File: src/rtl/nw_align_engine.sv
// Needleman-Wunsch global alignment engine: fills the DP matrix one cell per
// cycle in row-major order, then streams the traceback path to (0,0).
module nw_align_engine #(
  parameter int unsigned MAX_LEN     = 16,
  parameter int unsigned CWIDTH      = 2,
  parameter int unsigned SWIDTH      = 16,
  parameter int unsigned CORD_LENGTH = 8
) (
  input  logic                      clk,
  input  logic                      reset,
  input  logic                      start,
  input  logic [CORD_LENGTH-1:0]    len1,
  input  logic [CORD_LENGTH-1:0]    len2,
  input  logic [MAX_LEN*CWIDTH-1:0] s1,
  input  logic [MAX_LEN*CWIDTH-1:0] s2,
  input  logic signed [SWIDTH-1:0]  w_match,
  input  logic signed [SWIDTH-1:0]  w_mismatch,
  input  logic signed [SWIDTH-1:0]  w_indel,
  output logic                      busy,
  output logic                      err,
  output logic signed [SWIDTH-1:0]  score,
  output logic                      score_valid,
  output logic                      tb_valid,
  input  logic                      tb_ready,
  output logic [CORD_LENGTH-1:0]    tb_x,
  output logic [CORD_LENGTH-1:0]    tb_y,
  output logic [1:0]                tb_dir,
  output logic                      tb_last
);

  localparam int unsigned IW = (MAX_LEN > 1) ? $clog2(MAX_LEN) : 1;
  localparam int unsigned SW = MAX_LEN * CWIDTH;

  localparam logic [1:0] S_IDLE  = 2'd0;
  localparam logic [1:0] S_FILL  = 2'd1;
  localparam logic [1:0] S_TRACE = 2'd2;
  localparam logic [1:0] S_DONE  = 2'd3;

  localparam logic [1:0] DIR_TOP    = 2'b00;
  localparam logic [1:0] DIR_LEFT   = 2'b01;
  localparam logic [1:0] DIR_CORNER = 2'b10;

  logic [1:0]              state_q, state_d;
  logic [CORD_LENGTH-1:0]  len1_q, len1_d, len2_q, len2_d;
  logic [SW-1:0]           s1_q, s1_d, s2_q, s2_d;
  logic signed [SWIDTH-1:0] wm_q, wm_d, wmm_q, wmm_d, wi_q, wi_d;
  logic [CORD_LENGTH-1:0]  x_q, x_d, y_q, y_d;
  logic                    fill_done_q, fill_done_d;
  logic signed [SWIDTH-1:0] left_q, left_d, corner_q, corner_d, colb_q, colb_d;
  logic signed [SWIDTH-1:0] score_q, score_d;
  logic                    score_valid_q, score_valid_d;
  logic                    busy_q, busy_d, err_q, err_d;
  logic                    tb_valid_q, tb_valid_d, tb_last_q, tb_last_d;
  logic [CORD_LENGTH-1:0]  tb_x_q, tb_x_d, tb_y_q, tb_y_d;
  logic [1:0]              tb_dir_q, tb_dir_d;

  logic signed [SWIDTH-1:0] prev_row_q [MAX_LEN];
  logic [1:0]               dir_q [MAX_LEN][MAX_LEN];

  logic [CWIDTH-1:0]        ch1, ch2;
  logic signed [SWIDTH-1:0] above_in, left_in, corner_in;
  logic signed [SWIDTH-1:0] above_s, left_s, corner_s, cell_s;
  logic [1:0]               cell_dir;
  logic                     cell_we, len_ok;
  logic [CORD_LENGTH-1:0]   nx, ny, lx, ly;

  function automatic logic [CWIDTH-1:0] char_at(input logic [SW-1:0] s,
                                                input logic [IW-1:0] idx);
    logic [CWIDTH-1:0] c;
    c = '0;
    for (int i = 0; i < MAX_LEN; i++) begin
      if (IW'(i) == idx) c = s[(MAX_LEN-1-i)*CWIDTH +: CWIDTH];
    end
    return c;
  endfunction

  // Cell datapath; boundary values come from the running column-0 accumulator
  // and, on row 0, from the corner chain (x*w_indel -> (x+1)*w_indel).
  always_comb begin
    ch1       = char_at(s1_q, y_q[IW-1:0]);
    ch2       = char_at(s2_q, x_q[IW-1:0]);
    corner_in = (x_q == '0) ? colb_q : corner_q;
    above_in  = (y_q == '0) ? corner_in + wi_q : prev_row_q[x_q[IW-1:0]];
    left_in   = (x_q == '0) ? colb_q + wi_q : left_q;
    above_s   = above_in + wi_q;
    left_s    = left_in + wi_q;
    corner_s  = corner_in + ((ch1 == ch2) ? wm_q : wmm_q);
    if (above_s > left_s && above_s > corner_s) begin
      cell_dir = DIR_TOP;
      cell_s   = above_s;
    end else if (left_s > above_s && left_s > corner_s) begin
      cell_dir = DIR_LEFT;
      cell_s   = left_s;
    end else begin
      cell_dir = DIR_CORNER;
      cell_s   = corner_s;
    end
  end

  always_comb begin
    state_d       = state_q;
    len1_d        = len1_q;
    len2_d        = len2_q;
    s1_d          = s1_q;
    s2_d          = s2_q;
    wm_d          = wm_q;
    wmm_d         = wmm_q;
    wi_d          = wi_q;
    x_d           = x_q;
    y_d           = y_q;
    fill_done_d   = fill_done_q;
    left_d        = left_q;
    corner_d      = corner_q;
    colb_d        = colb_q;
    score_d       = score_q;
    score_valid_d = score_valid_q;
    err_d         = 1'b0;
    tb_valid_d    = tb_valid_q;
    tb_last_d     = tb_last_q;
    tb_x_d        = tb_x_q;
    tb_y_d        = tb_y_q;
    tb_dir_d      = tb_dir_q;
    cell_we       = 1'b0;
    nx            = tb_x_q;
    ny            = tb_y_q;
    lx            = len2_q - CORD_LENGTH'(1);
    ly            = len1_q - CORD_LENGTH'(1);
    len_ok        = (len1 != '0) && (len2 != '0) &&
                    ({1'b0, len1} <= (CORD_LENGTH+1)'(MAX_LEN)) &&
                    ({1'b0, len2} <= (CORD_LENGTH+1)'(MAX_LEN));

    case (state_q)
      S_IDLE: begin
        if (start) begin
          if (len_ok) begin
            len1_d        = len1;
            len2_d        = len2;
            s1_d          = s1;
            s2_d          = s2;
            wm_d          = w_match;
            wmm_d         = w_mismatch;
            wi_d          = w_indel;
            x_d           = '0;
            y_d           = '0;
            colb_d        = '0;
            fill_done_d   = 1'b0;
            score_valid_d = 1'b0;
            state_d       = S_FILL;
          end else begin
            err_d = 1'b1;
          end
        end
      end
      S_FILL: begin
        if (fill_done_q) begin
          // left_q holds the bottom-right cell; its direction is now in the array
          state_d       = S_TRACE;
          score_d       = left_q;
          score_valid_d = 1'b1;
          tb_valid_d    = 1'b1;
          tb_x_d        = lx;
          tb_y_d        = ly;
          tb_dir_d      = dir_q[ly[IW-1:0]][lx[IW-1:0]];
          tb_last_d     = (lx == '0) && (ly == '0);
        end else begin
          cell_we  = 1'b1;
          left_d   = cell_s;
          corner_d = above_in;
          if (x_q == lx) begin
            x_d    = '0;
            colb_d = colb_q + wi_q;
            if (y_q == ly) fill_done_d = 1'b1;
            else           y_d = y_q + CORD_LENGTH'(1);
          end else begin
            x_d = x_q + CORD_LENGTH'(1);
          end
        end
      end
      S_TRACE: begin
        if (tb_ready) begin
          if (tb_last_q) begin
            tb_valid_d = 1'b0;
            tb_last_d  = 1'b0;
            state_d    = S_DONE;
          end else begin
            if (tb_x_q == '0 || tb_dir_q == DIR_TOP) begin
              ny = tb_y_q - CORD_LENGTH'(1);
            end else if (tb_y_q == '0 || tb_dir_q == DIR_LEFT) begin
              nx = tb_x_q - CORD_LENGTH'(1);
            end else begin
              nx = tb_x_q - CORD_LENGTH'(1);
              ny = tb_y_q - CORD_LENGTH'(1);
            end
            tb_x_d    = nx;
            tb_y_d    = ny;
            tb_dir_d  = dir_q[ny[IW-1:0]][nx[IW-1:0]];
            tb_last_d = (nx == '0) && (ny == '0);
          end
        end
      end
      default: state_d = S_IDLE;
    endcase

    busy_d = (state_d == S_FILL) || (state_d == S_TRACE);
  end

  always_ff @(posedge clk) begin
    if (!reset) begin
      state_q       <= S_IDLE;
      len1_q        <= '0;
      len2_q        <= '0;
      s1_q          <= '0;
      s2_q          <= '0;
      wm_q          <= '0;
      wmm_q         <= '0;
      wi_q          <= '0;
      x_q           <= '0;
      y_q           <= '0;
      fill_done_q   <= 1'b0;
      left_q        <= '0;
      corner_q      <= '0;
      colb_q        <= '0;
      score_q       <= '0;
      score_valid_q <= 1'b0;
      busy_q        <= 1'b0;
      err_q         <= 1'b0;
      tb_valid_q    <= 1'b0;
      tb_last_q     <= 1'b0;
      tb_x_q        <= '0;
      tb_y_q        <= '0;
      tb_dir_q      <= '0;
    end else begin
      state_q       <= state_d;
      len1_q        <= len1_d;
      len2_q        <= len2_d;
      s1_q          <= s1_d;
      s2_q          <= s2_d;
      wm_q          <= wm_d;
      wmm_q         <= wmm_d;
      wi_q          <= wi_d;
      x_q           <= x_d;
      y_q           <= y_d;
      fill_done_q   <= fill_done_d;
      left_q        <= left_d;
      corner_q      <= corner_d;
      colb_q        <= colb_d;
      score_q       <= score_d;
      score_valid_q <= score_valid_d;
      busy_q        <= busy_d;
      err_q         <= err_d;
      tb_valid_q    <= tb_valid_d;
      tb_last_q     <= tb_last_d;
      tb_x_q        <= tb_x_d;
      tb_y_q        <= tb_y_d;
      tb_dir_q      <= tb_dir_d;
    end
  end

  // Row buffer and direction array are always written before being read.
  always_ff @(posedge clk) begin
    if (cell_we) begin
      dir_q[y_q[IW-1:0]][x_q[IW-1:0]] <= cell_dir;
      prev_row_q[x_q[IW-1:0]]         <= cell_s;
    end
  end

  assign busy        = busy_q;
  assign err         = err_q;
  assign score       = score_q;
  assign score_valid = score_valid_q;
  assign tb_valid    = tb_valid_q;
  assign tb_x        = tb_x_q;
  assign tb_y        = tb_y_q;
  assign tb_dir      = tb_dir_q;
  assign tb_last     = tb_last_q;

endmodule

File: config.mk
export PLATFORM = sky130hd
export DESIGN_NAME = nw_align_engine
export DESIGN_NICKNAME = d
export VERILOG_FILES = /design/src/rtl/nw_align_engine.sv
export SDC_FILE = /design/constraint.sdc
export NUM_CORES = 2
export LEC_CHECK = 0
export ABC_AREA = 1
export CORE_ASPECT_RATIO = 1.2
export CORE_MARGIN = 3
export CORE_UTILIZATION = 45
export DETAILED_ROUTE_END_ITERATION = 12
export SYNTH_ARGS = -nofsm -noshare
export SYNTH_HDL_FRONTEND = slang
export SYNTH_SLANG_ARGS = --single-unit
File: constraint.sdc
create_clock -name clk -period 13.9 [get_ports clk]
set_clock_uncertainty 0.1 [all_clocks]
set_input_delay 2.78 -clock clk [delete_from_list [all_inputs] [get_ports clk]]
set_output_delay 2.78 -clock clk [all_outputs]
set_load 0.005 [all_outputs]
==> key figures <==
Placed design
  • Pre-CTS WS: 3.552 ns
  • Hpwl dp: 113.7 mm
  • Final Wtd Congestion: 0.9464
  • Dpl cell area: 0.05427 sq mm
  • IO Port Bufs: 170

Synth
  • Synth warnings: 0
  • Synth area leaders: edfxtp_1, dfxtp_1, o21ai_0, nor2_1, nand2_1
  • Sequential area share after synthesis: 0.5412
  • Syn avg cell area: 8.855 sq um
  • Post-synth top cells: nor2_1, o21ai_0, edfxtp_1
  • Synth Register Bits: 1006
  • Number of synthesized flops with an enable pin: 768
  • Adder-Cell Fraction of Synth Area: 0.03504
  • Most frequent cell after synthesis: nor2_1
  • Synth Area in Simple Gates: 0.1671
  • Xor-xnor portion of the synthesized cell area: 0.01642
  • Post-Syn Area: 0.05142 sq mm
  • Compound-Gate Fraction of Synth Area: 0.1814
  • Top cell type's share of synthesized area: 0.4485
  • Mapped Nets: 6080
  • Ys async rst share: 0
  • Synth Flop Type: edfxtp_1
  • Synth area leader: edfxtp_1
  • Mux cell area share after synthesis: 0.001971
  • Yosys cell types: 61
  • Syn Inst Count: 5807
  • Largest family of logic cells by synthesized area: compound AO/OA/AOI/OAI gates

Floorplanning
  • Die width: 314.6 microns
  • Core outline area: 0.1132 sq mm
  • Initial Util: 0.4544
  • Die ar.: 0.1184 sq mm
  • FP Rows: 135
  • Die Span Y: 376.3 microns
  • Io pins: 171

Final layout
  • Post-route cell area: 0.05792 sq mm
  • # nets final: 6044
  • Layout cell share with drive strength beyond 1: 0.05699
  • Post-layout util: 0.5118
  • Filler cells: 10620
  • Area growth, synth to finish: 12.64%

Global route
  • Largest net degree at the start of global routing: 210
  • Initial antenna violation count: 3
  • GRT overflow: 0
  • First-pass GRT wire length: 265.3 mm
  • GRT Util Overall: 0.2982
  • Vias in the first global route: 42337

Hold path
  • Hold_sp: wm_q[6]
  • Cell depth of the worst hold path: 2
  • Hold Crit Class: register to register
  • Hold worst-path end: wm_q[6]

Clocking
  • Clk pin slew, worst setup/hold paths: 0.06 ns
  • Clock Tree Buf Depth: 3
  • CTS sink cnt: 1006
  • Root buffer cell: clkbuf_16
  • CTS tree: yes
  • Setup Buffers After CTS: 0
  • Clock Latency Late Sink: 0.74 ns
  • CTS resizes: 0
  • CTS Buf Count: 104
  • H-Tree Depth: 3
  • Hold-fix buffers, CTS: 0

Timing
  • Unrepaired setup endpoints after global routing: no
  • Fin crit share: 0.7630
  • Setup TNS: 0 ns
  • Finish-stage setup viols: 0
  • Slew Limit Headroom: 0.1498
  • Period minus WS final: 10.61 ns
  • Worst slew pin tran: 1.262 ns
  • Pins over their slew limit: 0
  • Max frequency: 0.09429 GHz
  • Final Hold Viols: 0
  • Worst setup margin: 3.294 ns

Worst setup path
  • Max FO, Critical Path: 182
  • CP Depth: 49
  • Max incr delay on CP: 0.76 ns
  • Top cell by count, worst path: inv_1
  • CP arrival: 10.90 ns
  • Reg-to-reg endpoint: dir_q[9][0]
  • Worst path top cell family by delay: simple AND/OR/NAND/NOR gates
  • Worst Path Buf+Inv: 11
  • Kind of critical path: register to register
  • FF-to-FF Start: x_q[1]
  • Setup crit start kind: register
  • Crit-path slowest cell: inv_6
  • Reg2reg path depth: 49
  • Crit. End Element: register
  • R2r setup slk: 3.29 ns
  • Worst Path Required: 14.20 ns

Power
  • Total Power: 6453 uW
  • Max VDD drop: 0.1049 mV
  • P_leak: 0.02067 uW
  • Pwr dens: 111.4 mW/mm^2

Route
  • Routed via count divided by cell count: 5.998
  • Drt initial violations: 4884
  • Post-DRT Antenna Nets: 0
  • Final Routed Wirelength: 181.8 mm
  • DRC errors left: 0
  • DR WL/cell: 24.66 microns
  • Via count: 44218
  • Drt pass-1 iters: 8

Job
  • Max cap viols: 0

Status
  • Outcome: complete, no violations
-- cells by family (layout without fill, tap and decap cells) --
group | count (synthesis) | in the layout
AOI/OAI and AO/OA | 1658 | 1658
xor gates and xnor gates | 93 | 93
adders and majority gates | 141 | 141
buffers and inverters | 754 | 808
DFF | 1006 | 1006
muxes | 9 | 9
other | 0 | 4
and+or+nand+nor | 2146 | 2146
-- metrics by stage --
stage / cells / hold slack [ns]
after floorplan: 5807 / 0.3245
after global placement: 7172 / 0.3345
after detailed placement: 7172 / 0.3423
after CTS: 7368 / 0.3512
after global routing: 7368 / 0.3708
final: 7372 / 0.3470
-- per-layer routing --
metal / share of wire / routed length [microns] / track usage
met5: 0 / 0 / 0
met4: 0.055 / 9954 / 0.1497
met3: 0.081 / 14800 / 0.04796
met2: 0.49 / 88410 / 0.5098
met1: 0.38 / 68630 / 0.3645
-- layout by cell type, fill, tap and decap left out, drive strengths merged, types with 9 or more instances in the layout --
cell type	n
a211oi	13
a21oi	316
a31oi	15
buf	73
bufinv	16
clkbuf	132
clkdlybuf4s50	169
clkinv	46
clkinvlp	10
dfxtp	238
edfxtp	768
ha	136
inv	362
mux2	9
nand2	698
nand3	195
nand4	30
nor2	1151
nor3	33
nor4	13
o211ai	28
o21a	11
o21ai	884
o221ai	111
o22ai	238
or2	18
xnor2	26
xor2	67
-- flip-flops by register name, indices dropped and copies added (netlist names), 16 cells and up, named ones only --
signal      count
prev_row_q    256
wmm_q          16
left_q         16
colb_q         16
wi_q           16
s1_q           32
dir_q         512
wm_q           16
score          16
s2_q           32
corner_q       16
-- layout make-up --
cell class | instances | area, sq um | area share
diodes | 4 | 10.01 | 0.0001728
clock inverters | 64 | 854.6 | 0.01475
inverters | 370 | 1420 | 0.02452
well taps | 1507 | 1886 | 0.03255
flip-flops and latches | 1006 | 27840 | 0.4806
repair buffers | 242 | 2275 | 0.03927
clock buffers | 132 | 2788 | 0.04813
multi-input cells | 4047 | 20850 | 0.3600
-- worst reg2reg max path, delay by kind of cell (launching register included) --
family	cells	cell delay, ns
AO/OA/AOI/OAI	10	1.74
AND/OR/NAND/NOR	19	3.41
buffers and inverters	11	2.07
flip-flops	1	0.34
adder cells (fa/ha/maj)	5	1.48
multiplexers	1	0.34
XOR/XNOR	3	0.59
-- how the worst max path moves through the flow --
stage            from           endpoint  slack (ns)
5_1_grt        x_q[1]        dir_q[6][4]        2.28
2_1_floorplan  x_q[0]  prev_row_q[0][15]        3.33
6_report       x_q[1]        dir_q[9][0]        3.29
4_1_cts        x_q[1]       dir_q[10][2]        3.43
3_3_place_gp   x_q[0]        dir_q[8][0]        3.55
3_5_place_dp   x_q[0]        dir_q[8][0]        3.55
-- report_power, final --
group | leakage [uW] | switching, uW | internal, uW
clock network | 0.00174 | 1260 | 1730
logic | 0.0101 | 145 | 60.8
registers | 0.00886 | 1.68 | 3260
total | 0.0207 | 1400 | 5050
No activity file was read; power rests on OpenSTA's default activity.
